**config.mk**
```make
export PLATFORM = sky130hd
export DESIGN_NAME = gcode_line_arbiter_flat
export DESIGN_NICKNAME = d
export VERILOG_FILES = /design/src/rtl/gcode_line_arbiter_if.sv /design/src/rtl/gcode_line_arbiter.sv /design/src/flat_wrapper.sv
export SDC_FILE = /design/constraint.sdc
export NUM_CORES = 1
export LEC_CHECK = 0
export CAP_MARGIN = 20
export CORE_UTILIZATION = 35
export DETAILED_ROUTE_END_ITERATION = 8
export PLACE_DENSITY_LB_ADDON = 0.12
export SETUP_SLACK_MARGIN = 0.1
export SKIP_LAST_GASP = 1
export SLEW_MARGIN = 0
export SYNTH_ARGS = -nofsm -noshare
export SYNTH_HDL_FRONTEND = slang
export SYNTH_SLANG_ARGS = --single-unit
```
**constraint.sdc**
```tcl
create_clock -name clk -period 2.4 [get_ports clk]
set_input_delay 0.36 -clock clk [delete_from_list [all_inputs] [get_ports clk]]
set_output_delay 0.36 -clock clk [all_outputs]
set_load 0.005 [all_outputs]
```
**src/rtl/gcode_line_arbiter_if.sv**
```systemverilog
// Byte-stream bundle between the G-code line arbiter and its environment:
// per-requester byte channels, the UART transmit channel and the UART receive strobe.
interface gcode_line_arbiter_if #(
    parameter int NUM_REQ = 2
);
    logic [NUM_REQ-1:0]   req_valid;
    logic [8*NUM_REQ-1:0] req_data;
    logic [NUM_REQ-1:0]   req_ready;
    logic                 tx_valid;
    logic [7:0]           tx_data;
    logic                 tx_ready;
    logic                 rx_valid;
    logic [7:0]           rx_data;

    modport master (
        output req_valid, req_data, tx_ready, rx_valid, rx_data,
        input  req_ready, tx_valid, tx_data
    );

    modport slave (
        input  req_valid, req_data, tx_ready, rx_valid, rx_data,
        output req_ready, tx_valid, tx_data
    );
endinterface

```
**src/rtl/gcode_line_arbiter.sv**
```systemverilog
// Line-atomic round-robin arbiter sharing one UART tx stream between G-code sources,
// releasing the link only after the controller answers "ok"/"error" or a timeout expires.
module gcode_line_arbiter #(
    parameter int NUM_REQ        = 2,
    parameter int TIMEOUT_CYCLES = 50_000_000,
    parameter int TO_W           = 32
) (
    input  logic                 clk,
    input  logic                 reset,
    gcode_line_arbiter_if.slave  bus,
    output logic [NUM_REQ-1:0]   grant,
    output logic                 busy,
    output logic                 ack_ok,
    output logic                 ack_err,
    output logic                 timeout
);
    localparam int         PTR_W  = (NUM_REQ > 2) ? 2 : 1;
    localparam logic [7:0] CH_LF  = 8'h0A;
    localparam logic [7:0] CH_CR  = 8'h0D;
    localparam logic [7:0] CH_O   = 8'h6F;
    localparam logic [7:0] CH_K   = 8'h6B;
    localparam logic [7:0] CH_E   = 8'h65;

    typedef enum logic [1:0] {IDLE, SEND, DRAIN, WAIT_OK} state_t;

    state_t             state_q, state_d;
    logic [NUM_REQ-1:0] grant_q, grant_d;
    logic [PTR_W-1:0]   rr_ptr_q, rr_ptr_d;
    logic               tx_valid_q, tx_valid_d;
    logic [7:0]         tx_data_q, tx_data_d;
    logic [TO_W-1:0]    to_cnt_q, to_cnt_d;
    logic               ack_ok_q, ack_ok_d;
    logic               ack_err_q, ack_err_d;
    logic               timeout_q, timeout_d;
    logic [1:0]         m_len_q, m_len_d;
    logic [7:0]         m_c0_q, m_c0_d;
    logic [7:0]         m_c1_q, m_c1_d;

    logic               ok_evt, err_evt;
    logic               tx_take, can_accept, owner_valid;
    logic [7:0]         owner_data;
    logic [NUM_REQ-1:0] req_ready_c;
    logic [PTR_W-1:0]   sel;
    logic               found;
    int                 idx;

    // Reply matcher only needs the line length (saturating) and its first two characters.
    always_comb begin
        m_len_d = m_len_q;
        m_c0_d  = m_c0_q;
        m_c1_d  = m_c1_q;
        ok_evt  = 1'b0;
        err_evt = 1'b0;
        if (bus.rx_valid && bus.rx_data != CH_CR) begin
            if (bus.rx_data == CH_LF) begin
                ok_evt  = (m_len_q == 2'd2) && (m_c0_q == CH_O) && (m_c1_q == CH_K);
                err_evt = (m_len_q != 2'd0) && (m_c0_q == CH_E);
                m_len_d = 2'd0;
            end else begin
                if (m_len_q == 2'd0) m_c0_d = bus.rx_data;
                if (m_len_q == 2'd1) m_c1_d = bus.rx_data;
                if (m_len_q != 2'd3) m_len_d = m_len_q + 2'd1;
            end
        end
    end

    // rr_ptr always holds the current owner, so it doubles as the data mux select.
    assign tx_take     = tx_valid_q && bus.tx_ready;
    assign can_accept  = !tx_valid_q || bus.tx_ready;
    assign owner_valid = bus.req_valid[rr_ptr_q];
    assign owner_data  = bus.req_data[{rr_ptr_q, 3'b000} +: 8];

    always_comb begin
        state_d     = state_q;
        grant_d     = grant_q;
        rr_ptr_d    = rr_ptr_q;
        tx_valid_d  = tx_valid_q && !tx_take;
        tx_data_d   = tx_data_q;
        to_cnt_d    = to_cnt_q;
        ack_ok_d    = 1'b0;
        ack_err_d   = 1'b0;
        timeout_d   = 1'b0;
        req_ready_c = '0;
        found       = 1'b0;
        idx         = 0;
        sel         = '0;
        case (state_q)
            IDLE: begin
                for (int k = 1; k <= NUM_REQ; k++) begin
                    idx = (int'(rr_ptr_q) + k) % NUM_REQ;
                    sel = idx[PTR_W-1:0];
                    if (!found && bus.req_valid[sel]) begin
                        found        = 1'b1;
                        grant_d      = '0;
                        grant_d[sel] = 1'b1;
                        rr_ptr_d     = sel;
                        state_d      = SEND;
                    end
                end
            end
            SEND: begin
                if (can_accept) req_ready_c = grant_q;
                if (can_accept && owner_valid) begin
                    tx_valid_d = 1'b1;
                    tx_data_d  = owner_data;
                    if (owner_data == CH_LF) state_d = DRAIN;
                end
            end
            DRAIN: begin
                if (tx_take) begin
                    to_cnt_d = '0;
                    state_d  = WAIT_OK;
                end
            end
            WAIT_OK: begin
                to_cnt_d = to_cnt_q + TO_W'(1);
                if (ok_evt) begin
                    ack_ok_d = 1'b1;
                    grant_d  = '0;
                    state_d  = IDLE;
                end else if (err_evt) begin
                    ack_err_d = 1'b1;
                    grant_d   = '0;
                    state_d   = IDLE;
                end else if (to_cnt_q == TO_W'(TIMEOUT_CYCLES - 1)) begin
                    timeout_d = 1'b1;
                    grant_d   = '0;
                    state_d   = IDLE;
                end
            end
            default: state_d = IDLE;
        endcase
    end

    always_ff @(posedge clk or negedge reset) begin
        if (!reset) begin
            state_q    <= IDLE;
            grant_q    <= '0;
            rr_ptr_q   <= '0;
            tx_valid_q <= 1'b0;
            tx_data_q  <= 8'h00;
            to_cnt_q   <= '0;
            ack_ok_q   <= 1'b0;
            ack_err_q  <= 1'b0;
            timeout_q  <= 1'b0;
            m_len_q    <= 2'd0;
            m_c0_q     <= 8'h00;
            m_c1_q     <= 8'h00;
        end else begin
            state_q    <= state_d;
            grant_q    <= grant_d;
            rr_ptr_q   <= rr_ptr_d;
            tx_valid_q <= tx_valid_d;
            tx_data_q  <= tx_data_d;
            to_cnt_q   <= to_cnt_d;
            ack_ok_q   <= ack_ok_d;
            ack_err_q  <= ack_err_d;
            timeout_q  <= timeout_d;
            m_len_q    <= m_len_d;
            m_c0_q     <= m_c0_d;
            m_c1_q     <= m_c1_d;
        end
    end

    assign bus.req_ready = req_ready_c;
    assign bus.tx_valid  = tx_valid_q;
    assign bus.tx_data   = tx_data_q;
    assign grant         = grant_q;
    assign busy          = (state_q != IDLE);
    assign ack_ok        = ack_ok_q;
    assign ack_err       = ack_err_q;
    assign timeout       = timeout_q;
endmodule

```
**src/flat_wrapper.sv**
```systemverilog
// flat-port wrapper written by rule: the top's interface ports become plain ports
module gcode_line_arbiter_flat 
#(
    parameter int NUM_REQ        = 2,
    parameter int TIMEOUT_CYCLES = 50_000_000,
    parameter int TO_W           = 32
)
  (clk, reset, grant, busy, ack_ok, ack_err, timeout, bus_req_valid, bus_req_data, bus_tx_ready, bus_rx_valid, bus_rx_data, bus_req_ready, bus_tx_valid, bus_tx_data);
  gcode_line_arbiter_if #(.NUM_REQ(NUM_REQ)) bus_i ();
  input  logic clk;
  input  logic reset;
  output logic [NUM_REQ-1:0] grant;
  output logic busy;
  output logic ack_ok;
  output logic ack_err;
  output logic timeout;
  input wire logic [$bits(bus_i.req_valid)-1:0] bus_req_valid;
  input wire logic [$bits(bus_i.req_data)-1:0] bus_req_data;
  input wire logic [$bits(bus_i.tx_ready)-1:0] bus_tx_ready;
  input wire logic [$bits(bus_i.rx_valid)-1:0] bus_rx_valid;
  input wire logic [$bits(bus_i.rx_data)-1:0] bus_rx_data;
  output wire logic [$bits(bus_i.req_ready)-1:0] bus_req_ready;
  output wire logic [$bits(bus_i.tx_valid)-1:0] bus_tx_valid;
  output wire logic [$bits(bus_i.tx_data)-1:0] bus_tx_data;
  assign bus_i.req_valid = bus_req_valid;
  assign bus_i.req_data = bus_req_data;
  assign bus_i.tx_ready = bus_tx_ready;
  assign bus_i.rx_valid = bus_rx_valid;
  assign bus_i.rx_data = bus_rx_data;
  assign bus_req_ready = bus_i.req_ready;
  assign bus_tx_valid = bus_i.tx_valid;
  assign bus_tx_data = bus_i.tx_data;
  gcode_line_arbiter #(.NUM_REQ(NUM_REQ), .TIMEOUT_CYCLES(TIMEOUT_CYCLES), .TO_W(TO_W)) u_core (.clk(clk), .reset(reset), .bus(bus_i), .grant(grant), .busy(busy), .ack_ok(ack_ok), .ack_err(ack_err), .timeout(timeout));
endmodule
```
==> metrics.md, run 1 <==
| Metric | Value |
|---|---|
| Outcome | finished, final reports clean |
| Adder-cell share of the synthesized area | around 3.6% |
| Post-synthesis sequential area ratio | between 40 and 50% |
| Utilization of the core after routing | between 40% and 50% |
| Area growth, synth to finish | 28.09% |
| Max-slew violation count | 0 |
| Final hold violation count | 0 |
| Non-Filler Cell Area, Final | between 0.004 and 0.005 sq mm |
| Share of layout cells above drive strength 1 | 15.89% |
| Die extent in y | 101.9 um |
| Number of setup violations in the final report | 0 |
| DRC violation total after the first TritonRoute iteration | approximately 120 |
| Port buffer count | 46 |
| Max-capacitance violation count | 0 |
| Crit path kind | reg -> reg |
| Routed length on met1 | between 3000 and 4000 um |
| Number of cells produced by synthesis | 339 |
| Area of the placeable core | about 0.0097 sq mm |
| Worst-path cell chain | ha_1, nand2_2, or4_4, nor4_4, buf_4, a2bb2oi_2, mux2_1 |
| CTS Hold Buffers Added | 0 |
| Routed vias/inst | around 5 |
| Timing endpoint of the critical path | u_core.state_q[1]$_DFFE_PN0P_ |
| Post-synthesis share of cell area spent on xor and xnor gates | around 5.0% |
| Rows | 36 |
| Transition at the pin with the smallest max-transition slack | roughly 0.65 ns |
| Worst EP arrival | 2.48 ns |
| Met2 wire length | about 3900 um |
| Critical path's largest stage delay | between 0.5 and 0.6 ns |
| Vias after detailed routing | 2723 |
| Combinational family with the most area after synthesis | simple AND/OR/NAND/NOR gates |
| Most common cell after layout, fill and taps aside | sky130_fd_sc_hd__dfrtp_1 |
| Top-Level Pins | 47 |
| Global-route congestion overflow total | 0 |
| Simple-gate share of the synthesized area | around a quarter |
| Number of levels in the clock H-tree | 3 |
| Synthesized area per cell | between 10 and 15 sq um |
| Worst-skew pair later-pin latency | around 0.34 ns |
| Register-to-Register Setup Slack | between 0.1 and 0.15 ns |
| Launching element of the worst setup path | u_core.to_cnt_q[1]$_DFFE_PN0P_ |
| Clock tree root buffer cell | sky130_fd_sc_hd__clkbuf_8 |
| Class of the tightest hold or removal check | in -> async |
| Total power of the final layout | roughly 4.2 mW |
| Flop and latch count out of synthesis | 67 |
| Peak fanout along the critical path | 4 |
| Number of diodes added for antenna fixing | 0 |
| Critical path startpoint category | register |
| All-layer global routing usage | between 15 and 20% |
| Wire length of the first global-routing pass | ~13000 um |
| Most instantiated flip-flop cell in the synthesis netlist | sky130_fd_sc_hd__dfrtp_1 |
| Dpl cells | between 500 and 600 |
| Async S/R FF share, synth | 100.0% |
| Cell family with the largest share of critical-path delay | simple AND/OR/NAND/NOR gates |
| Worst slack at placement | -0.1451 ns |
| Number of antenna violations at the first check in global routing | 0 |
| Smallest setup slack after layout | approximately 0.14 ns |
| Buffer depth of the longest clock path | 2 |
| Cell area after placement | roughly 0.0042 sq mm |
| Number of routed nets with antenna violations | 0 |
| Commonest non-fill, non-tap cells in the layout | 67 x sky130_fd_sc_hd__dfrtp_1, 45 x sky130_fd_sc_hd__clkdlybuf4s50_1, 28 x sky130_fd_sc_hd__nor2_1, 26 x sky130_fd_sc_hd__nand2_1, 23 x sky130_fd_sc_hd__o21ai_0 |
| Nature of the critical path endpoint | register |
| Reg-to-Reg Start | u_core.to_cnt_q[1]$_DFFE_PN0P_ |
| Number of cells on the critical path | 7 |
| Period Utilization, post-route | 94.12% |
| Vias in the first global route | ~2700 |
| # clock sinks | 67 |
| Reg-to-reg critical path endpoint | u_core.state_q[1]$_DFFE_PN0P_ |
| Yosys warning count | 0 |
| Routed wl met3 | about 230 um |
| Max_slew headroom | between 50 and 60% |
| Remaining DRCs | 0 |
| Highest metal used | met4 |
| Sum of routed wire length over all layers | around 8000 um |
| TritonCTS clock tree | built |
| Area of the die | approximately 0.010 sq mm |
| Total Negative Setup Slacks | 0 ns |
| Hold_ws | 0.01719 ns |
| Minimum clock period | 2.259 ns |
| Count of distinct cell types in the synthesized netlist | 50 |
| Clock-pin slew of the registers on the worst-case setup and hold paths | 0.07 ns |
| Routed wire per std cell | approximately 15 um |
| Worst Path Buf+Inv | 1 |
| Worst clock skew | slightly below 0.008 ns |
| Largest net degree at the start of global routing | 36 |
| Post-Layout Cell Count | roughly 540 |
| Leakage power total | ~1.9 nW |
| Number of nets in the finished design | about 440 |
| Area of all sequential standard cells | 0.001677 sq mm |
| Post-CTS Repair Setup Buffers | 0 |
| Post-synth EDFFs | 0 |
| Mapped cell area | between 0.003 and 0.004 sq mm |
| WP data required | about 2.6 ns |
| Achievable frequency | ~0.44 GHz |
| X dimension of the die | ~100 um |
| Compound-cell area share of the yosys netlist | under 10% |
| Starting density of the core | between 30% and 40% |
| Logic depth of the worst register-to-register path | 7 |
| Multiplexer fraction of the synthesized cell area | 8.062% |
| Clock buffer count from CTS | 9 |
| Unrepaired setup endpoints after global routing | yes |
| Maximum VDD drop | between 400 and 500 uV |
| Slowest CP cell | sky130_fd_sc_hd__or4_4 |
| Fillcell total | between 900 and 1000 |
| Synthesized net count | 379 |
| Multi-input gate area in the final layout | approximately 0.0018 sq mm |
| Dpl hpwl | between 5000 and 6000 um |
| P per Cell Area | 940.5 mW/mm^2 |
| DRT Pass-1 Iters | 4 |
| GP Congestion | 0.7701 |
cells in the mapped netlist, types with 2 or more instances:
cell type | instances | area share, %
sky130_fd_sc_hd__a32o_1 | 2 | 0.57
sky130_fd_sc_hd__nand3b_1 | 2 | 0.43
sky130_fd_sc_hd__clkbuf_1 | 6 | 0.64
sky130_fd_sc_hd__and4_4 | 2 | 0.64
sky130_fd_sc_hd__nand4b_1 | 2 | 0.50
sky130_fd_sc_hd__xnor2_1 | 11 | 2.8
sky130_fd_sc_hd__and3b_1 | 2 | 0.50
sky130_fd_sc_hd__nor4_1 | 11 | 2.0
sky130_fd_sc_hd__dfrtp_1 | 67 | 48
sky130_fd_sc_hd__or3_1 | 12 | 2.1
sky130_fd_sc_hd__nand3_1 | 13 | 1.9
sky130_fd_sc_hd__buf_2 | 3 | 0.43
sky130_fd_sc_hd__ha_1 | 10 | 3.6
sky130_fd_sc_hd__o21ai_0 | 23 | 3.3
sky130_fd_sc_hd__nor3_1 | 4 | 0.57
sky130_fd_sc_hd__and4_1 | 3 | 0.75
sky130_fd_sc_hd__nor4_2 | 2 | 0.72
sky130_fd_sc_hd__mux2i_1 | 9 | 2.6
sky130_fd_sc_hd__or4_1 | 4 | 0.86
sky130_fd_sc_hd__inv_1 | 10 | 1.1
sky130_fd_sc_hd__nand2_1 | 27 | 2.9
sky130_fd_sc_hd__nand4_1 | 9 | 1.6
sky130_fd_sc_hd__and2_1 | 3 | 0.54
sky130_fd_sc_hd__nor4b_1 | 2 | 0.50
sky130_fd_sc_hd__xor2_1 | 9 | 2.3
sky130_fd_sc_hd__nor2_1 | 28 | 3.0
sky130_fd_sc_hd__nor3b_1 | 3 | 0.64
sky130_fd_sc_hd__mux2_2 | 16 | 5.2
sky130_fd_sc_hd__and3_1 | 9 | 1.6
sky130_fd_sc_hd__a21oi_1 | 13 | 1.9
sky130_fd_sc_hd__nand2b_1 | 3 | 0.54
metal layers:
metal  vias up  GRT usage (%)
li1       1361              -
met1      1318          21.33
met2        37          27.23
met3         7          4.378
met4         0          4.835
met5         -              0
registers in the layout (all words and copies together) (netlist names):
name and count:
u_core.ack_err 1, u_core.bus.tx_data 8, u_core.to_cnt_q 32, u_core.m_c1_q 8, u_core.m_len_q 2, u_core.state_q 2
u_core.timeout 1, u_core.m_c0_q 8, u_core.bus.tx_valid 1, u_core.ack_ok 1, u_core.rr_ptr_q 1, u_core.grant 2
worst register-to-register path, stage by stage, from the launching register on:
cell,delay (ns)
sky130_fd_sc_hd__dfrtp_1,0.38
sky130_fd_sc_hd__ha_1,0.21
sky130_fd_sc_hd__nand2_2,0.10
sky130_fd_sc_hd__or4_4,0.51
sky130_fd_sc_hd__nor4_4,0.26
sky130_fd_sc_hd__buf_4,0.18
sky130_fd_sc_hd__a2bb2oi_2,0.17
sky130_fd_sc_hd__mux2_1,0.34
power by group:
part / leakage [nW] / total (mW) / internal (mW) / switching (mW)
clock: 0.0926 / 0.938 / 0.508 / 0.430
combinational: 0.942 / 1.63 / 0.861 / 0.768
sequential: 0.870 / 1.64 / 1.43 / 0.212
total: 1.90 / 4.21 / 2.80 / 1.41
timing repair:
action | in CTS | in global routing
resized for setup | 4 | 5
setup endpoints to repair | 2 | 10
cloned | 0 | 0
how the worst min path moves through the flow:
stage	to	from	slack [ns]	cells after the start
floorplan	u_core.ack_err$_DFF_PN0_	reset	0.06	0
global placement	u_core.bus.tx_data[4]$_DFFE_PN0P_	reset	0.41	1
detailed placement	u_core.bus.tx_data[2]$_DFFE_PN0P_	reset	0.40	1
CTS	u_core.bus.tx_data[2]$_DFFE_PN0P_	reset	0.03	1
global route	u_core.bus.tx_data[2]$_DFFE_PN0P_	reset	0.05	1
finish	u_core.bus.tx_data[2]$_DFFE_PN0P_	reset	0.02	1
cell type report:
| type | count | area share, % |
|---|---|---|
| clock buffer | 12 | 3.245 |
| clock inverter | 4 | 1.119 |
| inverter | 10 | 0.8392 |
| multi-input combinational | 253 | 40.00 |
| sequential | 67 | 37.48 |
| tap | 133 | 3.720 |
| timing repair buffer | 63 | 13.59 |
cell families after synthesis:
| group | count (synthesis) |
|---|---|
| XOR/XNOR | 20 |
| multiplexers | 26 |
| AND/OR/NAND/NOR | 149 |
| adder cells (fa/ha/maj) | 10 |
| AO/OA/AOI/OAI | 48 |
| flip-flops | 67 |
| buffers and inverters | 19 |
Power figures use the tool's default switching activity.
==> run 2, diff against run 1 <==
- CORE_ASPECT_RATIO: default -> 0.75
- CTS_CLUSTER_SIZE: default -> 24
- GPL_TIMING_DRIVEN: default -> 0
==> metrics.md, run 2 (synthesis results as in run 1) <==
| Metric | Value |
|---|---|
| Number of antenna violations at the first check in global routing | 0 (unchanged) |
| Number of levels in the clock H-tree | 3 (unchanged) |
| Remaining DRCs | 0 (unchanged) |
| Port buffer count | 46 (unchanged) |
| Largest net degree at the start of global routing | 68 (+89%) |
| Routed wire per std cell | 15.17 um (+4.5%) |
| Transition at the pin with the smallest max-transition slack | 0.8725 ns (+0.2231 ns) |
| Area of the placeable core | 0.009658 sq mm (-0.73%) |
| WP data required | 2.61 ns (about the same) |
| Number of setup violations in the final report | 0 (unchanged) |
| Number of diodes added for antenna fixing | 0 (unchanged) |
| Critical path startpoint category | register |
| Total power of the final layout | 4.517 mW (+7.4%) |
| Area growth, synth to finish | 28.13% (about the same) |
| Commonest non-fill, non-tap cells in the layout | 66 x sky130_fd_sc_hd__dfrtp_1, 45 x sky130_fd_sc_hd__clkdlybuf4s50_1, 27 x sky130_fd_sc_hd__nand2_1, 27 x sky130_fd_sc_hd__nor2_1, 23 x sky130_fd_sc_hd__o21ai_0 |
| Clock tree root buffer cell | sky130_fd_sc_hd__clkbuf_16 |
| Dpl hpwl | 5792 um (+0.31%) |
| Total Negative Setup Slacks | 0 ns (unchanged) |
| Final hold violation count | 0 (unchanged) |
| Vias in the first global route | 2604 (-2.7%) |
| TritonCTS clock tree | built |
| Crit path kind | reg -> reg |
| Share of layout cells above drive strength 1 | 13.93% (-2.0 points) |
| Critical path's largest stage delay | 0.54 ns (+0.03 ns) |
| Leakage power total | 1.894 nW (-0.51%) |
| Global-route congestion overflow total | 0 (unchanged) |
| Worst Path Buf+Inv | 0 (-1) |
| Unrepaired setup endpoints after global routing | yes |
| Worst-skew pair later-pin latency | 0.33 ns (about the same) |
| Area of the die | 0.01039 sq mm (about the same) |
| Max_slew headroom | 41.83% (-15 points) |
| Outcome | finished, final reports clean |
| Maximum VDD drop | 422.4 uV (+2.9%) |
| Clock buffer count from CTS | 9 (unchanged) |
| Wire length of the first global-routing pass | 13520 um (+4.1%) |
| Number of routed nets with antenna violations | 0 (unchanged) |
| Most common cell after layout, fill and taps aside | sky130_fd_sc_hd__dfrtp_1 |
| DRT Pass-1 Iters | 4 (unchanged) |
| Peak fanout along the critical path | 5 (+1) |
| Utilization of the core after routing | 46.33% (+0.35 points) |
| Cell family with the largest share of critical-path delay | simple AND/OR/NAND/NOR gates |
| Slowest CP cell | sky130_fd_sc_hd__or4_1 |
| Vias after detailed routing | 2717 (-0.22%) |
| Worst-path cell chain | ha_1, nand2_1, or4_1, nor4_4, a2bb2oi_2, mux2_1 |
| Minimum clock period | 2.181 ns (-0.07823 ns) |
| Worst clock skew | 0.003839 ns (-0.004061 ns) |
| Worst EP arrival | 2.39 ns (-0.09 ns) |
| X dimension of the die | 117.3 um (+15%) |
| Register containing the most flip-flops in the final layout | u_core.to_cnt_q |
| Rows | 31 (-14%) |
| Number of nets in the finished design | 437 (-1.6%) |
| # clock sinks | 67 (unchanged) |
| Achievable frequency | 0.4586 GHz (+3.6%) |
| Sum of routed wire length over all layers | 8099 um (+2.9%) |
| DRC violation total after the first TritonRoute iteration | 112 (-3.4%) |
| Top-Level Pins | 47 (unchanged) |
| All-layer global routing usage | 16.70% (+0.20 points) |
| Routed vias/inst | 5.088 (+1.3%) |
| GP Congestion | 0.7537 (-2.1%) |
| Class of the tightest hold or removal check | in -> async |
| P per Cell Area | 1009 mW/mm^2 (+7.3%) |
| Nature of the critical path endpoint | register |
| Worst slack at placement | -0.1739 ns (-0.02876 ns) |
| Period Utilization, post-route | 90.86% (-3.3 points) |
| Max FFs per register | 32 (unchanged) |
| Max-slew violation count | 0 (unchanged) |
| Smallest setup slack after layout | 0.2193 ns (+0.07823 ns) |
| Starting density of the core | 36.16% (+0.27 points) |
| Max-capacitance violation count | 0 (unchanged) |
| Clock-pin slew of the registers on the worst-case setup and hold paths | 0.05 ns (-0.02 ns) |
| Die extent in y | 88.51 um (-13%) |
| Buffer depth of the longest clock path | 2 (unchanged) |
## run 2: changes by cell type in the layout (fill, tap and decap cells not counted), moves of 3 or more
cell | before | now
sky130_fd_sc_hd__clkbuf_8 | 10 | 1
sky130_fd_sc_hd__clkbuf_16 | 0 | 9
sky130_fd_sc_hd__buf_4 | 15 | 2
sky130_fd_sc_hd__clkbuf_1 | 2 | 5
## run 2: final cells by class
cell class / instances / area, sq um
fill: 915 / 5184
multi-input combinational: 253 / 1793
sequential: 67 / 1678
timing repair buffer: 47 / 465.4
clock buffer: 11 / 242.7
tap: 132 / 165.2
clock inverter: 5 / 52.55
buffer: 9 / 40.04
inverter: 10 / 37.54
## run 2: per-stage QoR
step                cell area (sq um)  std cells  hold slack, ns
global route                     4474        534          0.2227
CTS                              4424        533          0.1870
global placement                 4118        517          0.4634
floorplan                        3492        339         0.06441
finish                           4474        534          0.1500
detailed placement               4115        517          0.4703
## run 2: what timing repair did
| action | CTS | global route |
|---|---|---|
| endpoints found under the setup margin | 16 | 24 |
| setup buffers | 0 | 1 |
| pin swaps | 0 | 3 |
| hold buffers | 0 | 0 |
| resized for setup | 4 | 10 |
## run 2: worst paths after layout
check	start	to	slack, ns	cells after the start
worst max-delay path	u_core.to_cnt_q[0]$_DFFE_PN0P_	u_core.state_q[1]$_DFFE_PN0P_	0.22	6
worst min-delay path	reset	u_core.bus.tx_data[4]$_DFFE_PN0P_	0.15	1
worst max register to register	u_core.to_cnt_q[0]$_DFFE_PN0P_	u_core.state_q[1]$_DFFE_PN0P_	0.22	6
worst min register to register	u_core.bus.tx_data[4]$_DFFE_PN0P_	u_core.bus.tx_data[4]$_DFFE_PN0P_	0.48	2
max in group asynchronous	reset	u_core.to_cnt_q[0]$_DFFE_PN0P_	1.64	1
min in group clk	u_core.bus.tx_data[4]$_DFFE_PN0P_	u_core.bus.tx_data[4]$_DFFE_PN0P_	0.48	2
## run 2: where the power goes
part           total, mW  internal (mW)  switching [mW]
combinational       1.57          0.782           0.789
clock               1.30          0.827           0.477
sequential          1.64           1.43           0.210
## run 2: per-layer routing
metal	share of wire (%)	GRT usage, %
met3	5.1	5.670
met2	40	23.02
met4	0.70	4.604
met1	54	24.50
met5	0	0
